### src/rtl/seg7_scan4.sv
// Four-digit multiplexed seven-segment driver with tear-free, frame-aligned updates.
// Optional leading-zero blanking is enabled by defining SEG7_LZB_EN.
module seg7_scan4 #(
    parameter int DIV = 50000,
    parameter int CW  = 20
) (
    input  logic        clk,
    input  logic        rst,
    input  logic [15:0] din,
    input  logic [3:0]  dp_in,
    input  logic        din_valid,
    output logic        din_ready,
    input  logic        blank,
    output logic [6:0]  seg,
    output logic        dp,
    output logic [3:0]  an
);

    typedef enum logic [1:0] {SCAN0, SCAN1, SCAN2, SCAN3} scan_t;

    scan_t         state, state_nxt;
    logic [CW-1:0] cnt;
    logic          tick;
    logic          frame_end;

    logic [15:0]   pend_dig, disp_dig;
    logic [3:0]    pend_dp, disp_dp;
    logic          pend_full;

    logic [6:0]    seg_d;
    logic [3:0]    an_d;
    logic          dp_d;
    logic [3:0]    lz;

    assign tick      = (cnt == CW'(DIV - 1));
    assign frame_end = tick && (state == SCAN3);
    assign din_ready = ~pend_full;

    function automatic logic [6:0] enc(input logic [3:0] d);
        case (d)
            4'd0:    enc = 7'b0111111;
            4'd1:    enc = 7'b0000110;
            4'd2:    enc = 7'b1011011;
            4'd3:    enc = 7'b1001111;
            4'd4:    enc = 7'b1100110;
            4'd5:    enc = 7'b1101101;
            4'd6:    enc = 7'b1111101;
            4'd7:    enc = 7'b0000111;
            4'd8:    enc = 7'b1111111;
            4'd9:    enc = 7'b1100111;
            default: enc = 7'b1000000;
        endcase
    endfunction

    // NOTE: sequential state uses non-blocking assignments so every register samples pre-edge values.
    always_ff @(posedge clk) begin
        if (rst) cnt <= '0;
        else if (tick) cnt <= '0;
        else cnt <= cnt + CW'(1);
    end

    always_ff @(posedge clk) begin
        if (rst) state <= SCAN0;
        else state <= state_nxt;
    end

    // NOTE: default assignment first so the combinational process cannot infer a latch.
    always_comb begin
        state_nxt = state;
        if (tick) begin
            case (state)
                SCAN0:   state_nxt = SCAN1;
                SCAN1:   state_nxt = SCAN2;
                SCAN2:   state_nxt = SCAN3;
                default: state_nxt = SCAN0;
            endcase
        end
    end

    // Drain only happens when full and accept only when empty, so they never collide.
    always_ff @(posedge clk) begin
        if (rst) begin
            pend_full <= 1'b0;
            pend_dig  <= '0;
            pend_dp   <= '0;
            disp_dig  <= '0;
            disp_dp   <= '0;
        end else if (frame_end && pend_full) begin
            disp_dig  <= pend_dig;
            disp_dp   <= pend_dp;
            pend_full <= 1'b0;
        end else if (din_valid && !pend_full) begin
            pend_dig  <= din;
            pend_dp   <= dp_in;
            pend_full <= 1'b1;
        end
    end

`ifdef SEG7_LZB_EN
    always_comb begin
        lz    = '0;
        lz[3] = (disp_dig[15:12] == 4'd0) && !disp_dp[3];
        lz[2] = lz[3] && (disp_dig[11:8] == 4'd0) && !disp_dp[2];
        lz[1] = lz[2] && (disp_dig[7:4] == 4'd0) && !disp_dp[1];
    end
`else
    assign lz = '0;
`endif

    always_comb begin
        seg_d = enc(disp_dig[{state, 2'b00} +: 4]);
        an_d  = ~(4'b0001 << state);
        dp_d  = disp_dp[state];
        if (blank || lz[state]) begin
            seg_d = '0;
            an_d  = 4'b1111;
            dp_d  = 1'b0;
        end
    end

    always_ff @(posedge clk) begin
        if (rst) begin
            seg <= '0;
            an  <= 4'b1111;
            dp  <= 1'b0;
        end else begin
            seg <= seg_d;
            an  <= an_d;
            dp  <= dp_d;
        end
    end

endmodule

### config.mk
export PLATFORM = sky130hd
export DESIGN_NAME = seg7_scan4
export DESIGN_NICKNAME = d
export VERILOG_FILES = /design/src/rtl/seg7_scan4.sv
export SDC_FILE = /design/constraint.sdc
export NUM_CORES = 1
export LEC_CHECK = 0
export CAP_MARGIN = 20
export CORE_ASPECT_RATIO = 0.9
export CORE_UTILIZATION = 32
export DETAILED_ROUTE_END_ITERATION = 8
export PLACE_DENSITY = 0.49
export SETUP_SLACK_MARGIN = 0.4
export SLEW_MARGIN = 20
export SYNTH_ARGS = -nofsm -noshare
export SYNTH_HDL_FRONTEND = slang
export SYNTH_SLANG_ARGS = --single-unit
### constraint.sdc
create_clock -name clk -period 5.1 [get_ports clk]
set_clock_uncertainty 0.1 [all_clocks]
set_input_delay 0.51 -clock clk [delete_from_list [all_inputs] [get_ports clk]]
set_output_delay 0.51 -clock clk [all_outputs]
set_load 0.03 [all_outputs]
==> reports/results.ini <==
[worst_setup_path]
crit_fanout=22
worstPathRequired_ps=5190
start_kind=register
cp.arrival_ps=2510
end_kind=register
critPathKind=reg2reg

[floorplanning]
die_width_um=109
row_count=34
fp.dieH_um=98.1
ioPinCount=37
core_area_um2=9830
start_util=0.334
dieArea_um2=10700

[timing]
worst_slew_pin_slew_ps=883
fmax_ghz=0.414
rsz0062_at_grt=false
hold_viol_final=0
setup_viol=0
holdWs_ps=359
setup_tns_ps=0
relSlewSlack=0.410
drv_slew=0
post-route-period-util=0.474
worst_slack_ps=2680
period_minus_slack_ps=2420

[yosys]
yosys.cell_types.count=39
syn_inst=368
avgSynthCellArea_um2=8.93
synth_top_flop_cell=dfxtp_1
synth-seq-cells=75
synth-edff-count=0
syn_area_um2=3290
ys_warn_count=0
async_flop_share=0
postSynthNetCount=403
yosysSeqAreaShare=0.457

[pwr]
p_comb_frac=0.055
p_clk_frac=0.454
power_per_cell_area_nw_per_um2=314
peakVddDrop_v=0.000121
p_sw_mw=0.264
swShare=0.212
leakage_nw=1.33
seq_power_share=0.491
p_int_mw=0.978

[drt]
drc_errors=0
first_iter_violations=111
ant_nets=0
viasPerCell=4.95
drt_pass1_iterations=4
dr_wl_met2_mm=3.22
routedWlPerCell_um=14.2
routed_wl_mm=7.38
drt-met1-wl_mm=3.78
highest_layer=met4
detailroute.via_count=2566
wl_met3_um=257

[place]
gp_congestion=0.731
port-buffer-count=36
dpl_cell_area_um2=3690
hpwlAfterDp_mm=4.91
dp_worst_setup_slack_ps=2600
place_inst=506

[clocking]
ctsHoldBuffers=0
cts_resized=0
clk_latency_ps=320
cts_setup_buffers=0
clock-sinks=75
cts_buffer_depth=2
cts_tree=yes
cts_root_buf=clkbuf_16
cts_made_buffers=9
cts.reportedPaths.clkPinSlew_ps=50
htreeDepth=3

[grt]
grt_use_total=0.149
grt.overflow.total=0
grt_antenna_before_repair=0
grt_max_degree=51
grt_first_pass_wirelength_mm=12.2
grt_pass1_vias=2384

[min_path]
hp-class=reg2reg

[job]
cap_viol_max_count=0

[finish]
design_area_um2=3950
final_net_count=426
drive_above_1_share=0.0689
antenna_cells=0
nFillCells=1004
fin_cells=518
area_growth_pct=20.2

[outcome]
status=completed

[through the flow]
step                      utilization  total power [mW]
final                           0.402              1.24
after global routing            0.402              1.29
after CTS                       0.402              1.26
after detailed placement        0.376             0.691
after global placement          0.376             0.691
after floorplan                     -             0.656
[cell usage in the layout, fill, tap and decap left out, types with 2 or more instances in the layout]
cell | Yosys | final
mux4_2 | 5 | 5
nand3_1 | 7 | 7
o31ai_1 | 20 | 20
o21ai_0 | 6 | 6
and3_1 | 3 | 3
nand4_1 | 23 | 23
nand2b_1 | 2 | 2
inv_1 | 13 | 13
nor2b_1 | 2 | 2
o21a_1 | 3 | 3
dfxtp_1 | 75 | 75
clkbuf_16 | 0 | 9
xnor2_1 | 13 | 13
buf_4 | 0 | 2
nor4_2 | 2 | 2
a2111oi_2 | 2 | 2
xor2_1 | 2 | 2
mux2i_1 | 2 | 2
o22ai_1 | 2 | 2
clkdlybuf4s50_1 | 0 | 35
clkbuf_8 | 0 | 2
nand2_1 | 53 | 53
ha_1 | 11 | 11
and2_1 | 3 | 4
nor2_1 | 27 | 27
a21oi_1 | 44 | 44
nor4_1 | 5 | 5
nor3_1 | 6 | 6
[power by group through the flow]
| stage | logic (mW) | registers [mW] | clock network [mW] |
|---|---|---|---|
| finish | 0.0679 | 0.610 | 0.563 |
| CTS | 0.0693 | 0.610 | 0.579 |
| global route | 0.0752 | 0.611 | 0.605 |
| floorplan | 0.0302 | 0.626 | 0 |
| detailed placement | 0.0689 | 0.622 | 0 |
| global placement | 0.0688 | 0.622 | 0 |
[layout make-up]
cell class / count / area, um^2 / share of cell area
Multi-Input combinational cell: 254 / 1620 / 0.409
Inverter: 13 / 48.8 / 0.0124
Timing Repair Buffer: 38 / 370 / 0.0938
Sequential cell: 75 / 1500 / 0.380
Clock buffer: 12 / 256 / 0.0649
Tap cell: 126 / 158 / 0.0399
[cells by family after synthesis]
logic type / count (synthesis) / synth area share
buffers and inverters: 39 / 0.0514
adders and majority gates: 11 / 0.0419
AOI/OAI and AO/OA: 79 / 0.147
DFF: 75 / 0.457
xor gates and xnor gates: 15 / 0.0400
and+or+nand+nor: 142 / 0.223
muxes: 7 / 0.0404
[final timing paths]
check / startpoint / end / slack [ps] / depth (start not counted)
min reg2reg: pend_dig[10] / pend_dig[10] / 360 / 2
min: pend_dig[10] / pend_dig[10] / 360 / 2
max: cnt[0] / cnt[12] / 2680 / 5
max reg2reg: cnt[0] / cnt[12] / 2680 / 5
[synth_stat cells, types with 6 or more instances]
cell type  count  area [um^2]
nand4_1       23          144
nand2_1       53          199
nand3_1        7         35.0
xnor2_1       13          114
ha_1          11          138
a21oi_1       44          220
clkbuf_1      17         63.8
nor3_1         6         30.0
buf_2          6         30.0
o21ai_0        6         30.0
o31ai_1       20          150
dfxtp_1       75         1500
nor2_1        27          101
inv_1         13         48.8
[metal layers]
layer | GRT usage | vias to the layer above
met2 | 0.213 | 49
li1 | - | 1347
met4 | 0.0655 | 0
met1 | 0.208 | 1162
met3 | 0.0394 | 8
met5 | 0 | -
[critical path, cell delays in order (launching register included)]
cell and delay (ps):
dfxtp_1 360, ha_1 210, and3_1 260, and3_1 700, a21o_1 540, nor2_1 100
[flip-flops by register name, summed over array words and instances, names as in the netlist]
| signal | cells |
|---|---|
| dp | 1 |
| disp_dp | 4 |
| pend_full | 1 |
| disp_dig | 16 |
| pend_dig | 16 |
| pend_dp | 4 |
| cnt | 20 |
| state | 2 |
| seg | 7 |
| an | 4 |
No activity file was read; power rests on OpenSTA's default activity.
